==> config.mk <==
export PLATFORM = sky130hd
export DESIGN_NAME = instr_fetch_stage
export DESIGN_NICKNAME = d
export VERILOG_FILES = /design/src/rtl/instr_fetch_stage.sv
export SDC_FILE = /design/constraint.sdc
export NUM_CORES = 1
export LEC_CHECK = 0
export ABC_CLOCK_PERIOD_IN_PS = 2400
export CORE_UTILIZATION = 50
export CTS_BUF_LIST = sky130_fd_sc_hd__clkbuf_8
export DETAILED_ROUTE_END_ITERATION = 8
export GPL_TIMING_DRIVEN = 0
export PLACE_DENSITY = 0.74
export SYNTH_ARGS = -nofsm -noshare
export SYNTH_HDL_FRONTEND = slang
export SYNTH_SLANG_ARGS = --single-unit
==> constraint.sdc <==
create_clock -name clk -period 2.4 [get_ports clk]
set_input_delay 0.48 -clock clk [delete_from_list [all_inputs] [get_ports clk]]
set_output_delay 0.48 -clock clk [all_outputs]
set_load 0.1 [all_outputs]
==> src/rtl/instr_fetch_stage.sv <==
// MIPS fetch stage: PC, req/ready instruction-memory port, IF/ID register with
// a one-entry skid buffer for ID stalls and beq redirect with flush.
module instr_fetch_stage #(
  parameter logic [31:0] RESET_PC = 32'h0000_0000,
  parameter logic [31:0] PC_STEP  = 32'd4
) (
  input  logic        clk,
  input  logic        rst_n,
  output logic        imem_req,
  output logic [31:0] imem_addr,
  input  logic        imem_ready,
  input  logic [31:0] imem_rdata,
  input  logic        id_stall,
  input  logic        branch_taken,
  input  logic [31:0] branch_target,
  output logic [31:0] id_instr,
  output logic [5:0]  id_opcode,
  output logic [31:0] id_pc4,
  output logic        id_valid
);

  typedef enum logic [1:0] {S_IDLE, S_FETCH, S_HOLD, S_DROP} state_t;

  typedef struct packed {
    logic [31:0] instr;
    logic [31:0] pc4;
  } ifid_t;

  state_t      state, state_nx;
  logic [31:0] pc, pc_nx, pc_inc;
  logic [31:0] drop_addr, drop_addr_nx;
  ifid_t       ifid, ifid_nx, skid, skid_nx;
  logic        valid, valid_nx;

  assign pc_inc = pc + PC_STEP;

  // pc only moves on completion or redirect, so it doubles as the latched
  // request address while a fetch is outstanding; S_DROP keeps its own copy.
  assign imem_req  = (state == S_FETCH) || (state == S_DROP);
  assign imem_addr = (state == S_DROP) ? drop_addr : pc;

  assign id_instr  = ifid.instr;
  assign id_pc4    = ifid.pc4;
  assign id_opcode = ifid.instr[31:26];
  assign id_valid  = valid;

  always_comb begin
    state_nx     = state;
    pc_nx        = pc;
    drop_addr_nx = drop_addr;
    ifid_nx      = ifid;
    skid_nx      = skid;
    valid_nx     = valid;
    case (state)
      S_IDLE: begin
        state_nx = S_FETCH;
        if (branch_taken) pc_nx = branch_target;
      end
      S_FETCH: begin
        if (branch_taken) begin
          pc_nx    = branch_target;
          valid_nx = 1'b0;
          skid_nx  = '0;
          if (!imem_ready) begin
            drop_addr_nx = pc;
            state_nx     = S_DROP;
          end
        end else if (imem_ready) begin
          pc_nx = pc_inc;
          if (id_stall) begin
            skid_nx  = '{instr: imem_rdata, pc4: pc_inc};
            state_nx = S_HOLD;
          end else begin
            ifid_nx  = '{instr: imem_rdata, pc4: pc_inc};
            valid_nx = 1'b1;
          end
        end else if (!id_stall) begin
          valid_nx = 1'b0;
        end
      end
      S_HOLD: begin
        if (branch_taken) begin
          pc_nx    = branch_target;
          valid_nx = 1'b0;
          skid_nx  = '0;
          state_nx = S_FETCH;
        end else if (!id_stall) begin
          ifid_nx  = skid;
          valid_nx = 1'b1;
          skid_nx  = '0;
          state_nx = S_FETCH;
        end
      end
      S_DROP: begin
        // The stale response is swallowed; redirects here only retarget pc.
        if (branch_taken) pc_nx = branch_target;
        if (imem_ready) state_nx = S_FETCH;
      end
      default: state_nx = S_IDLE;
    endcase
  end

  always_ff @(posedge clk or negedge rst_n) begin
    if (!rst_n) begin
      state     <= S_IDLE;
      pc        <= RESET_PC;
      drop_addr <= '0;
      ifid      <= '0;
      skid      <= '0;
      valid     <= 1'b0;
    end else begin
      state     <= state_nx;
      pc        <= pc_nx;
      drop_addr <= drop_addr_nx;
      ifid      <= ifid_nx;
      skid      <= skid_nx;
      valid     <= valid_nx;
    end
  end

endmodule

==> flow_summary.ini, run 1 <==
[synth]
synthMuxAreaShare_pct = 11.9
synthArstFlopShare_pct = 100
syn_area_um2 = 9290
synth-simple-area-share_pct = 12.8
synth_compound_area_share_pct = 12.9
avgSynthCellArea_um2 = 10.4
synth_nets = 969
synthCells = 896
synth_ff_type = dfrtp_1
yosysUniqueCellTypes = 48
synthXorXnorAreaFrac_pct = 5.09
synth-seq-cells = 195
synthAdderAreaFrac_pct = 0.539
yosysSeqAreaShare_pct = 52.5
synth_edf_count = 0
synth_top_family_by_area = compound AO/OA/AOI/OAI gates
yosys_warnings = 0

[floorplan]
core_area_um2 = 18100
dieArea_um2 = 19100
dieHeight_um = 138
initial_utilization_pct = 51.4
fp.dieW_um = 138
ios = 173
rows = 49

[cells_and_area]
stdcell_area_um2 = 12400
most-common-layout-cells = dfrtp_1, nand2_1, o21ai_0
layout-area-overhead-vs-synth_pct = 33.1
regArea_um2 = 4880
drive_gt1_share_pct = 19.3
diodes = 0
nets = 1173
multi_input_area_um2 = 4200
utilization_pct = 68.4
final_common_cell = dfrtp_1
fillers = 1398

[timing]
finalMaxSlewViolations = 0
setup_viol = 12
rsz0062_at_grt = yes
postLayoutSetupSlackWorst_ns = -0.0921
period_minus_slack_ns = 2.49
fmax_mhz = 401
tightest_slew_ns = 1.02
period_share_pct = 104
slew_headroom_pct = 32.2
tns_ns = -0.240
skew_ns = 0.0131
hold_viol = 0

[place]
io_buffers = 170
dpl_cell_area_um2 = 11300
gp_congestion = 0.874
pre_cts_ws_ns = -0.936
hpwlAfterDp_mm = 17.1

[setup_path]
cpMaxStageDelayCell = dfrtp_1
worst-endpoint-arrival_ns = 2.01
crit_type = flip-flop to primary output
crit_chain = ha_4 -> buf_12 -> buf_16 -> buf_6 -> mux2_4 -> buf_12
cp_max_fo = 5
worstPathRequired_ns = 1.92
slowest_delay_ns = 0.45
end_kind = primary output
startpoint_type = flip-flop
r2r_slack_ns = 0.03
path_common_cell = buf_12

[global_routing]
grt_pass1_wl_mm = 40.2
grt_usage_pct = 27.0
grt_max_degree = 124
antenna_found_initial = 0
gr-total-overflow = 0
grt_pass1_vias = 7495

[routing]
post_drt_via_cell_ratio = 5.65
via_count = 7587
wl_per_cell_um = 18.7
drc = 34
drtPass1Iterations = 7
final_antenna_net_count = 0
first_iter_violations = 521
wl_mm = 25.1

[run_status]
outcome = finished, violations left
violations = DRC, setup timing

[clock_network]
path_clk_slew_ns = 0.11
clock_path_buffers = 2
clkSinkCount = 195
clock_latency_ns = 0.49
htreeDepth = 4
cts-root-buf = clkbuf_8
cts_buffers = 17
cts_tree = done

[job]
drv_cap = 0

[min_path]
hp-class = primary input to async pin
-- synth_stat cells (2+ instances only) --
library cell    n  share of area (%)
dfrtp_1       195                 53
nand2_1       134                5.4
o21ai_0       109                5.9
mux2_2         65                7.9
clkbuf_1       56                2.3
a22o_1         39                3.7
mux2i_1        37                4.0
nor2_1         31                1.3
xor2_1         29                2.7
xnor2_1        25                2.4
a21oi_1        23                1.2
nand3_1        23                1.2
nor3_1         13               0.70
buf_2          11               0.59
buf_4          11               0.89
nand4_1        11               0.74
o22ai_1        11               0.74
and3_1          8               0.54
nor4_1          6               0.40
o21ai_1         6               0.32
buf_1           5               0.20
inv_1           5               0.20
ha_1            4               0.54
nand2b_1        3               0.20
o211ai_1        3               0.24
o21a_1          3               0.24
or3_1           3               0.20
and2_1          2               0.13
nand3_2         2               0.22
nor4_4          2               0.46
o31ai_1         2               0.16
or2_2           2               0.13
or4_4           2               0.24
-- worst max-delay path, delay by kind of cell, from the launching register on --
family     cells  cell delay, ns
mux            1            0.31
buf+inv        4            0.55
flops          1            0.45
fa+ha+maj      1            0.20
-- cells by family (layout without fill, tap and decap cells) --
| kind of cell | after synthesis | count (layout) |
|---|---|---|
| AND/OR/NAND/NOR | 250 | 250 |
| multiplexers | 102 | 102 |
| adder cells (fa/ha/maj) | 4 | 4 |
| AO/OA/AOI/OAI | 201 | 201 |
| flip-flops | 195 | 195 |
| XOR/XNOR | 54 | 54 |
| buffers and inverters | 90 | 307 |
-- state kept, by name, summed over array words and instances (netlist names) --
signal	cells
state	2
id_pc4	32
id_instr	32
id_valid	1
drop_addr	32
skid	64
pc	32
-- per-layer routing --
metal	up-vias	GRT usage [%]	share of wire [%]
met5	-	0	0
met4	0	7.75	1.7
met3	35	5.51	6.1
met2	284	42.2	47
met1	3738	38.1	45
li1	3530	-	-
-- cell type report --
type	count	area share [%]
flip-flops and latches	195	39.5
clock buffers	17	1.89
plain buffers	82	3.48
well taps	229	2.32
multi-input cells	611	33.9
repair buffers	188	17.2
inverters	5	0.152
clock inverters	15	1.58
-- timing repair --
item                       in CTS  in global routing
cloned                          2                  1
hold endpoints to repair        3                  0
buffers inserted               10                  2
hold buffers                    1                  0
pin swaps                       2                  1
setup endpoints to repair     230                142
resized for setup             362                 83
-- through the flow --
stage | hold WS (ns) | cells
after floorplan | 0.184 | 896
after detailed placement | 0.264 | 1297
after global placement | 0.449 | 1295
after CTS | 0.326 | 1341
after global routing | 0.321 | 1342
final | 0.338 | 1342
-- final timing paths --
path	end	cells after the start	start
setup / recovery	imem_addr[3]	6	state[1]
hold / removal	skid[41]	2	rst_n
setup reg to reg	id_pc4[27]	6	pc[13]
hold reg to reg	id_instr[3]	2	id_instr[3]
max in group asynchronous	pc[30]	4	rst_n
min in group clk	id_instr[3]	2	id_instr[3]
Power of run 1 is not shown: default switching activity piles up to over one toggle a cycle in this logic, so the estimate is an artifact.
==> run 2: changes to the inputs <==
- CORE_UTILIZATION: 50 -> 25
- GPL_ROUTABILITY_DRIVEN: not set -> 0
- PLACE_DENSITY: 0.74 -> 0.41
==> flow_summary.ini, run 2 (synthesized netlist as in run 1, its figures left out) <==
[global_routing]
grt_pass1_wl_mm = 48.0
antenna_found_initial = 1
grt_pass1_vias = 7661
gr-total-overflow = 0
grt_usage_pct = 16.8
grt_max_degree = 84

[timing]
tightest_slew_ns = 1.07
postLayoutSetupSlackWorst_ns = -0.0744
hold_viol = 0
rsz0062_at_grt = yes
slew_headroom_pct = 29.3
finalMaxSlewViolations = 0
setup_viol = 6
period_minus_slack_ns = 2.47
skew_ns = 0.0237
fmax_mhz = 404
period_share_pct = 103

[routing]
final_antenna_net_count = 0
wl_per_cell_um = 19.6
post_drt_via_cell_ratio = 4.65
wl_mm = 30.9
drtPass1Iterations = 4
drc = 0
via_count = 7339
first_iter_violations = 257

[cells_and_area]
final_common_cell = dfrtp_1
nets = 1171
most-common-layout-cells = dfrtp_1, nand2_1, o21ai_0
largest_reg_flops = 64
drive_gt1_share_pct = 20.8
diodes = 0
top_register = skid
fillers = 3799
layout-area-overhead-vs-synth_pct = 37.2

[floorplan]
ios = 173
fp.dieW_um = 195
initial_utilization_pct = 25.4
dieHeight_um = 195
rows = 70
core_area_um2 = 36600
dieArea_um2 = 37900

[setup_path]
worstSetupStartpoint = state[1]
worstSetupEndpoint = imem_addr[30]
reg2reg_from = pc[17]
worstPathRequired_ns = 1.92
cp_max_fo = 5
r2r_slack_ns = 0.13
cpMaxStageDelayCell = dfrtp_2
crit_buf_inv = 4
path_common_cell = buf_12
cp.depth = 6
worst_r2r_path_depth = 5
path_delay_family = buffers and inverters
startpoint_type = flip-flop
crit_type = flip-flop to primary output
end_kind = primary output
crit_chain = ha_4 -> buf_12 -> clkbuf_16 -> buf_6 -> mux2_4 -> buf_12
slowest_delay_ns = 0.44
worst-endpoint-arrival_ns = 1.99
rr_endpoint = id_pc4[27]

[place]
pre_cts_ws_ns = -1.10
hpwlAfterDp_mm = 21.9
io_buffers = 170

[run_status]
outcome = finished, violations left
violations = setup timing

[job]
drv_cap = 0

[clock_network]
clock_latency_ns = 0.50
clkSinkCount = 195
path_clk_slew_ns = 0.10
clock_path_buffers = 2
cts_tree = done
htreeDepth = 4
cts-root-buf = clkbuf_8
cts_buffers = 17

[min_path]
hp-class = primary input to async pin
run 2: cell count changes in the layout (fill, tap and decap cells not counted), moves of 3 or more:
cell             delta
clkbuf_1           -12
clkdlybuf4s15_1     +4
dlygate4sd2_1       -4
buf_4               -3
buf_12              +3
buf_6               +4
clkbuf_2            +4
run 2: metal layers:
metal	track usage, %	wire [um]
met1	23.4	15100
met2	27.3	14400
met3	3.07	1200
met4	2.97	187
met5	0	11
run 2: what timing repair did:
action / 4_1_cts / 5_1_grt
hold buffers: 1 / 0
gates cloned: 3 / 0
resized for setup: 419 / 63
endpoints found under the setup margin: 251 / 149
pin swaps: 3 / 2
hold endpoints to repair: 34 / 0
buffers inserted: 12 / 3
run 2: stage by stage:
step	setup TNS, ns	instance area, um^2	utilization, %	hold WS [ns]	cells
floorplan	0	9300	-	0.184	896
global placement	-1772.39	11600	31.6	0.451	1534
detailed placement	-151.29	11600	31.8	0.373	1536
CTS	-2.38	12600	34.5	0.411	1583
global route	-1.28	12800	34.8	0.426	1579
finish	-0.420	12800	34.8	0.439	1579
run 2: worst min-delay path by stage:
stage                         to  slack [ns]  cells after the start
global placement        skid[27]        0.45                      2
detailed placement   id_instr[8]        0.37                      1
floorplan           drop_addr[0]        0.18                      0
CTS                      skid[4]        0.41                      2
global route         id_instr[8]        0.43                      2
finish               id_instr[8]        0.44                      2
run 2: cell type report:
class                      instances  area [um^2]  area share (%)
multi-input combinational        611         4230            33.2
timing repair buffer             191         2220            17.4
clock buffer                      17          234            1.83
buffer                            77          429            3.37
clock inverter                    15          149            1.17
tap                              468          586            4.59
sequential                       195         4880            38.3
inverter                           5         18.8           0.147
Power of run 2 is left out for the same reason.
